`src/rtl/fp_special_pack.sv`:
```
// Packs a classified floating-point result (special code, sign, wide exponent, mantissa)
// into an IEEE word through a two-stage valid/ready pipeline.

`ifndef FP32
`define FP32 0
`endif
`ifndef FP64
`define FP64 1
`endif
`ifndef GET_FP_LEN
`define GET_FP_LEN(f) (((f) == `FP64) ? 64 : 32)
`endif
`ifndef GET_EXP_LEN
`define GET_EXP_LEN(f) (((f) == `FP64) ? 11 : 8)
`endif
`ifndef NORMAL
`define NORMAL 2'd0
`endif
`ifndef ZERO
`define ZERO 2'd1
`endif
`ifndef INF
`define INF 2'd2
`endif
`ifndef NAN
`define NAN 2'd3
`endif

module fp_special_pack #(
  parameter int data_format = `FP32,
  localparam int FP_W  = `GET_FP_LEN(data_format),
  localparam int EXP_W = `GET_EXP_LEN(data_format),
  localparam int MAN_W = FP_W - EXP_W - 1
) (
  input  logic               clk,
  input  logic               rst,
  input  logic               in_valid,
  output logic               in_ready,
  input  logic [1:0]         in_special,
  input  logic               in_sign,
  input  logic [EXP_W+1:0]   in_exp,
  input  logic [MAN_W:0]     in_mant,
  output logic               out_valid,
  input  logic               out_ready,
  output logic [FP_W-1:0]    out_data,
  output logic [2:0]         out_flags
);

  // Handshake: a beat moves on a port when valid & ready are both high at the rising edge.
  // in_ready depends only on pipeline occupancy and out_ready, never on in_valid.

  localparam logic signed [EXP_W+1:0] EXP_MAX = $signed({2'b00, {EXP_W{1'b1}}});

  logic               s1_valid;
  logic [FP_W-1:0]    s1_data;
  logic [2:0]         s1_flags;
  logic               out_adv;
  logic               s1_adv;
  logic [FP_W-1:0]    pk_data;
  logic [2:0]         pk_flags;
  logic signed [EXP_W+1:0] exp_s;

  assign out_adv  = !out_valid || out_ready;
  assign s1_adv   = !s1_valid || out_adv;
  assign in_ready = s1_adv;
  assign exp_s    = $signed(in_exp);

  // Flags are {invalid, overflow, underflow}; range checks use the full signed exponent.
  always_comb begin
    pk_data  = '0;
    pk_flags = 3'b000;
    case (in_special)
      `NAN: begin
        pk_data  = {1'b0, {EXP_W{1'b1}}, 1'b1, {(MAN_W-1){1'b0}}};
        pk_flags = 3'b100;
      end
      `INF:  pk_data = {in_sign, {EXP_W{1'b1}}, {MAN_W{1'b0}}};
      `ZERO: pk_data = {in_sign, {(FP_W-1){1'b0}}};
      default: begin
        if (in_mant == '0) begin
          pk_data = {in_sign, {(FP_W-1){1'b0}}};
        end else if (exp_s >= EXP_MAX) begin
          pk_data  = {in_sign, {EXP_W{1'b1}}, {MAN_W{1'b0}}};
          pk_flags = 3'b010;
        end else if (exp_s <= 0) begin
          pk_data  = {in_sign, {(FP_W-1){1'b0}}};
          pk_flags = 3'b001;
        end else begin
          pk_data = {in_sign, in_exp[EXP_W-1:0], in_mant[MAN_W-1:0]};
        end
      end
    endcase
  end

  always_ff @(posedge clk) begin
    if (rst) begin
      s1_valid  <= 1'b0;
      s1_data   <= '0;
      s1_flags  <= 3'b000;
      out_valid <= 1'b0;
      out_data  <= '0;
      out_flags <= 3'b000;
    end else begin
      if (out_adv) begin
        out_valid <= s1_valid;
        out_data  <= s1_data;
        out_flags <= s1_flags;
      end
      if (s1_adv) begin
        s1_valid <= in_valid;
        s1_data  <= pk_data;
        s1_flags <= pk_flags;
      end
    end
  end

endmodule

```
`config.mk`:
```
export PLATFORM = sky130hd
export DESIGN_NAME = fp_special_pack
export DESIGN_NICKNAME = d
export VERILOG_FILES = /design/src/rtl/fp_special_pack.sv
export SDC_FILE = /design/constraint.sdc
export NUM_CORES = 1
export LEC_CHECK = 0
export BUFFER_PORTS_ARGS = -buffer_cell sky130_fd_sc_hd__buf_2
export CORE_MARGIN = 2
export CORE_UTILIZATION = 42
export CTS_CLUSTER_DIAMETER = 80
export DETAILED_ROUTE_END_ITERATION = 10
export MAX_ROUTING_LAYER = met4
export PLACE_DENSITY = 0.71
export SLEW_MARGIN = 20
export SYNTH_ARGS = -nofsm -noshare
export SYNTH_HDL_FRONTEND = slang
export SYNTH_SLANG_ARGS = --single-unit
```
`constraint.sdc`:
```
create_clock -name clk -period 4.4 [get_ports clk]
set_input_delay 0.22 -clock clk [delete_from_list [all_inputs] [get_ports clk]]
set_output_delay 0.22 -clock clk [all_outputs]
set_load 0.02 [all_outputs]
```
Word-level counts from Yosys, hierarchy flattened
Cells that the tools add are included.
{"block": "totals", "regBits": 72, "inputBits": 41, "output_inout_bits": 37, "wordCells": 25}
{"block": "op_classes", "n_lt_le_gt_ge": 2, "n_eq_ne": 3, "mux": 8, "n_reduce_logical": 6}
{"operator": "32-bit case mux with 3 select lines", "n": 1}
{"operator": "31-bit two-way mux", "n": 3}
{"operator": "24-bit logical NOT", "n": 1}
{"operator": "10-bit by 9-bit greater-or-equal comparator with 1-bit output (second input constant)", "n": 1}
{"operator": "10-bit by 1-bit less-or-equal comparator with 1-bit output (second input constant)", "n": 1}
{"operator": "3-bit case mux with 2 select lines", "n": 1}
{"operator": "2-bit == test (second input constant)", "n": 2}
{"operator": "2-bit two-way mux", "n": 2}
{"operator": "2-bit by 1-bit == test with 1-bit output (second input constant)", "n": 1}
{"operator": "1-bit logical NOT", "n": 2}
{"operator": "1-bit logical OR", "n": 2}
{"operator": "2-bit OR reduction", "n": 1}
{"operator": "1-bit two-way mux", "n": 1}

Logic depth before layout (Yosys ltp)
Gate-level depths: netlist (run 1).
{"block": "logic_depth", "word_depth": 5, "mapped_depth": 9, "mapped_depth_nobuf": 7}

Worst setup path after synthesis (run 1)
OpenSTA, ideal clock, no wires.
{"block": "synth_path", "path_type": "flip-flop to flip-flop", "start": "reg out_valid", "end": "reg s1_data[22]", "setup_ns": 0.132, "t_arrival_ns": 1.470, "required_ns": 4.268, "slack_ns": 2.797, "path_stages_with_launch": 9, "path_buffers": 3, "synth_period_minus_slack_ns": 1.603, "cell_sequence": "dfxtp_1 -> nor2b_1 -> buf_2 -> and2_1 -> buf_2 -> buf_2 -> nor2_1 -> a21oi_1 -> a21oi_1"}
{"block": "synth_between", "elab_chain_cells": 3}
{"item": "start, declared", "line": "43", "source": "output logic out_valid,"}
{"item": "start signal, assigned", "line": "105", "source": "out_valid <= s1_valid;"}
{"item": "1-bit logical NOT", "line": "63", "source": "assign out_adv = !out_valid || out_ready;"}
{"item": "1-bit logical OR", "line": "63"}
{"item": "1-bit logical OR", "line": "64", "source": "assign s1_adv = !s1_valid || out_adv;"}
{"item": "end signal, assigned", "line": "111", "source": "s1_data <= pk_data;"}
{"item": "end, declared", "line": "55", "source": "logic [FP_W-1:0] s1_data;"}
No other way between the ends.
A chain may end at the register's enable or synchronous reset.

Final worst setup path (run 1)
{"block": "layout_path", "start": "reg out_valid", "end": "out in_ready"}
{"block": "layout_between", "elab_chain_cells": 3}
{"item": "1-bit logical NOT", "line": "63"}
{"item": "1-bit logical OR", "line": "63"}
{"item": "1-bit logical OR", "line": "64"}
{"item": "end, declared", "line": "38", "source": "output logic in_ready,"}
No other way between the ends.

==> impl_metrics.yaml, run 1 <==
clock_tree:
  post_cts_resize_count: 0
  htreeDepth: 3
  cts_tree: "yes"
  cts_hold_buf: 0
  numCtsBuffers: 9
  cts.clk_slew.worst_paths_ns: 0.07
  clock-sinks: 72
  worstSkewPairLatency_ns: 0.35
  cts_setup_buffers: 0
  clk_path_buf_depth: 2
  cts_root_buf: "clkbuf_8"
yosys:
  synth_area_um2: 2730
  synth_area_leaders: "dfxtp_1 (53%), nand2_1 (13%), a21oi_1 (11%)"
  syn_area_per_cell_um2: 7.97
  yosysTopAreaCell: "dfxtp_1"
  yosysTopAreaCellShare_pct: 52.7
  synth-seq-area-share_pct: 52.7
  ys_ff_latch: 72
  ys_types: 24
  syn-instance-count: 343
  synth.net_count: 384
  ys_warn_count: 0
layout:
  nNetsFinal: 448
  drive_gt1_share_pct: 24.3
  antenna_cells: 0
  final_util_pct: 53.0
  synthToLayoutAreaGrowth_pct: 22.4
setup_path:
  startpoint: "out_valid"
  crit_path_max_fanout: 37
  crit_arrival_ns: 2.23
  ff2ff_setup_slack_ns: 2.12
  start_kind: "flop"
  critPathRequiredTime_ns: 4.18
  path_cells: "nor2b_2 -> buf_4 -> and2_1 -> buf_4 -> inv_1 -> buf_2"
  worstPathBufferInverterCount: 4
  cpLargestDelayFamily: "buffers and inverters"
  crit_top_cell: "buf_4"
  worst_r2r_startpoint: "out_valid"
  critPathCaptureType: "output port"
  cp_slowest_stage_delay_ns: 0.35
  crit_slowest_cell: "dfxtp_1"
  criticalPathCategory: "flop to output port"
detailed_routing:
  route.met2.wl_um: 3060
  via_per_inst: 5.24
  dr.pass1.iters: 4
  wl_met1_um: 3150
  wl_met3_um: 492
  drtIter0Drc: 181
  drcViolationCount: 0
  ant_nets: 0
  num_vias: 2559
  wl_per_cell_um: 13.9
  wirelength_um: 6780
  routed.top_layer: "met4"
timing:
  worst_slew_pin_slew_ns: 0.942
  fin_crit_sh_pct: 55.6
  hold_viol: 0
  timing.slew.headroom_pct: 37.0
  period_needed_ns: 2.45
  setup_tns_ns: 0
  setup_ws_ns: 1.95
  finalMaxSlewViolations: 0
  setup-violations-final: 0
  rsz0062_at_grt: "false"
  max_freq_ghz: 0.409
  whs_ns: 0.0998
  finalClockSkew_ns: 0.00308
global_routing:
  overflow: 0
  grt_pass1_vias: 2336
  grt_max_degree: 73
  grtUsageTotal_pct: 20.0
  grt_pass1_wl_um: 11300
  antenna_found_initial: 0
min_path:
  hp-start: "in_valid"
  worstHoldPathType: "input port to flop"
power:
  power_density_nw_per_um2: 400
  p_leak_nw: 1.33
  peakVddDrop_uv: 190
  p_total_mw: 1.34
die:
  die_w_um: 84.7
  rows: 29
  start_util_pct: 43.3
  boundaryPins: 78
  die-area_um2: 7170
  die_h_um: 84.7
  core-area_um2: 6310
job:
  cap_violations: 0
place:
  io_buffers: 77
  dp_hpwl_um: 4400
  globalplace.congestion: 0.823
  place_ws_ns: 2.17
status:
  outcome: "finished, final reports clean"
[cells by family after synthesis]
group | after synthesis | share of synthesized area (%)
AOI/OAI and AO/OA | 76 | 16.2
DFF | 72 | 52.7
buffers and inverters | 31 | 4.62
and+or+nand+nor | 164 | 26.5
[flip-flops by register name (all words and copies together) (netlist names)]
| signal | flops |
|---|---|
| s1_flags | 3 |
| out_flags | 3 |
| s1_valid | 1 |
| out_valid | 1 |
| out_data | 32 |
| s1_data | 32 |
[cell usage after synthesis]
master    instances
a211oi_1          8
a21oi_1          61
a21oi_2           1
a22oi_1           1
a311oi_4          1
a31oi_1           1
a31oi_2           1
a32oi_1           1
and2_1            1
and4_1            1
buf_1             4
buf_2             8
clkbuf_1         17
dfxtp_1          72
inv_1             2
nand2_1          96
nand2b_1          1
nand3_1          10
nand4_1          24
nor2_1           20
nor2b_1           2
nor3_1            2
nor4_1            7
o21bai_1          1
[per-stage QoR]
stage | std cells | instance area, um^2
finish | 488 | 3350
global route | 488 | 3350
CTS | 488 | 3340
detailed placement | 473 | 3140
global placement | 473 | 3140
floorplan | 343 | 2730
[cells in the final DEF, fill, tap and decap left out, types with 2 or more instances in the layout]
master      n
nand2_1    96
buf_2      77
dfxtp_1    72
a21oi_1    61
nand4_1    24
nor2_1     20
nand3_1    10
clkbuf_8    9
a211oi_1    8
nor4_1      7
buf_4       5
inv_1       2
nor3_1      2
bufinv_16   2
clkinv_2    2
clkbuf_1    2
[worst min-delay path: stages]
cell    delay [ns]
buf_2         0.08
nor2_1        0.04
nor2_1        0.07
[power breakdown]
group / switching, mW / internal (mW)
logic: 0.0726 / 0.0372
registers: 0.00947 / 0.670
clock network: 0.234 / 0.315
[path summary, 6_finish.rpt]
path / endpoint / cells after the start
worst max-delay path: in_ready / 6
worst min-delay path: s1_valid / 3
worst max register to register: s1_data[11] / 7
worst min register to register: out_data[31] / 2
[area by class of cell]
| type | count | area (um^2) |
|---|---|---|
| Clock buffer | 11 | 131 |
| Clock inverter | 4 | 70.1 |
| Fill cell | 626 | 2970 |
| Inverter | 2 | 7.51 |
| Multi-Input combinational cell | 240 | 1180 |
| Sequential cell | 72 | 1440 |
| Tap cell | 77 | 96.3 |
| Timing Repair Buffer | 82 | 423 |
[metal layers]
layer	up-vias	track usage, %
met1	1152	26.9
met2	90	28.7
met3	9	4.62
li1	1308	-
met5	-	-
met4	0	8.66
Note: power is estimated with default switching activity, not from simulation.
==> run 2, diff against run 1 <==
==> constraint.sdc (replaced) <==
create_clock -name clk -period 2.45 [get_ports clk]
set_input_delay 0.1225 -clock clk [delete_from_list [all_inputs] [get_ports clk]]
set_output_delay 0.1225 -clock clk [all_outputs]
set_load 0.02 [all_outputs]
==> impl_metrics.yaml, run 2 (synthesis gave the netlist of run 1 again) <==
timing:
  timing.slew.headroom_pct: 49.6
  finalClockSkew_ns: 0.00829
  max_freq_ghz: 0.581
  finalMaxSlewViolations: 0
  setup_ws_ns: 0.730
  worst_slew_pin_slew_ns: 0.754
  setup_tns_ns: 0
  rsz0062_at_grt: "false"
  fin_crit_sh_pct: 70.2
  setup-violations-final: 0
  period_needed_ns: 1.72
  hold_viol: 0
setup_path:
  crit_cells: 4
  worst_r2r_startpoint: "out_valid"
  critPathCaptureType: "output port"
  worstPathBufferInverterCount: 2
  start_kind: "flop"
  crit_path_max_fanout: 12
  r2r_cells: 5
  crit_arrival_ns: 1.60
  criticalPathCategory: "flop to output port"
  startpoint: "out_valid"
  ff2ff_setup_slack_ns: 0.82
  critPathRequiredTime_ns: 2.33
  cp-endpoint: "in_ready"
  cpLargestDelayFamily: "buffers and inverters"
  r2r_end: "s1_data[29]"
  crit_slowest_cell: "inv_1"
  cp_slowest_stage_delay_ns: 0.34
  path_cells: "nor2b_2 -> and2_1 -> inv_1 -> buf_2"
layout:
  synthToLayoutAreaGrowth_pct: 24.0
  drive_gt1_share_pct: 25.3
  num-fill-cells: 635
  nNetsFinal: 451
  antenna_cells: 0
  final_util_pct: 53.7
  final_common_cell: "nand2_1"
  layout_common_cells: "nand2_1 (96), buf_2 (77), dfxtp_1 (72), a21oi_1 (61), nand4_1 (24)"
  top_regs: "out_data: 32 flops, s1_data: 32 flops"
global_routing:
  grt_pass1_wl_um: 11000
  grt_max_degree: 48
  antenna_found_initial: 0
  overflow: 0
  grtUsageTotal_pct: 19.6
  grt_pass1_vias: 2343
power:
  p_seq_share_pct: 49.5
  power.internal_mw: 1.85
  clockPowerShare_pct: 42.5
  switchingPower_mw: 0.607
  peakVddDrop_uv: 316
  pwr-share-comb_pct: 8.0
  p_leak_nw: 1.35
  netSwitchingFraction_pct: 24.7
  power_density_nw_per_um2: 726
clock_tree:
  clk_path_buf_depth: 2
  cts_root_buf: "clkbuf_8"
  cts.clk_slew.worst_paths_ns: 0.08
  htreeDepth: 3
  post_cts_resize_count: 0
  cts_tree: "yes"
  cts_setup_buffers: 0
  clock-sinks: 72
  worstSkewPairLatency_ns: 0.34
  numCtsBuffers: 9
detailed_routing:
  wl_per_cell_um: 13.5
  drcViolationCount: 0
  wirelength_um: 6660
  ant_nets: 0
  num_vias: 2574
  drtIter0Drc: 118
  dr.pass1.iters: 4
  via_per_inst: 5.23
place:
  dp_hpwl_um: 4540
  globalplace.congestion: 0.838
  place_ws_ns: 0.507
  io_buffers: 77
die:
  die_w_um: 84.7
  rows: 29
  die-area_um2: 7170
  start_util_pct: 43.3
  core-area_um2: 6310
  die_h_um: 84.7
  boundaryPins: 78
min_path:
  worstHoldPathType: "input port to flop"
  whs_path_depth: 3
status:
  outcome: "finished, final reports clean"
job:
  cap_violations: 0
run 2: power groups by stage:
stage	combinational [mW]	sequential, mW	clock, mW
after detailed placement	0.196	1.25	0
after CTS	0.198	1.22	1.06
after global routing	0.217	1.22	1.12
final	0.197	1.22	1.05
after global placement	0.193	1.25	0
after floorplan	0.0981	1.26	0
run 2: stage by stage:
step           power [mW]  hold slack [ns]  cell area [um^2]  std cells
2_1_floorplan        1.36            0.243              2730        343
3_3_place_gp         1.44            0.342              3150        475
3_5_place_dp         1.44            0.356              3150        475
4_1_cts              2.48           0.0358              3390        492
5_1_grt              2.56           0.0397              3390        492
6_report             2.46           0.0389              3390        492
run 2: metal layers:
layer	up-vias	GRT usage, %	part of all wire (%)
li1	1317	-	-
met1	1190	25.7	47
met2	55	29.8	47
met3	12	3.83	4.6
met4	0	7.65	1.5
met5	-	-	0
run 2: how the worst min path moves through the flow:
| stage | startpoint | to | slack (ns) |
|---|---|---|---|
| after global routing | in_mant[2] | s1_data[2] | 0.04 |
| after detailed placement | in_valid | s1_valid | 0.36 |
| after CTS | in_sign | s1_data[31] | 0.04 |
| after floorplan | in_valid | s1_valid | 0.24 |
| final | in_mant[17] | s1_data[17] | 0.04 |
| after global placement | in_valid | s1_valid | 0.34 |
run 2: final cells by class:
class / count / area, um^2 / share of cell area, %
clock inverters: 7 / 103 / 3.03
inverters: 2 / 7.51 / 0.221
multi-input cells: 240 / 1170 / 34.5
repair buffers: 85 / 448 / 13.2
clock buffers: 9 / 124 / 3.65
flip-flops and latches: 72 / 1440 / 42.5
well taps: 77 / 96.3 / 2.84
run 2: what timing repair did:
item                       4_1_cts  5_1_grt
setup endpoints to repair        0        0
hold endpoints to repair         1        0
hold buffers                     1        0
run 2: tightest hold or removal path, stage by stage:
cell	delay, ns
buf_2	0.11
nand4_1	0.06
a21oi_1	0.05
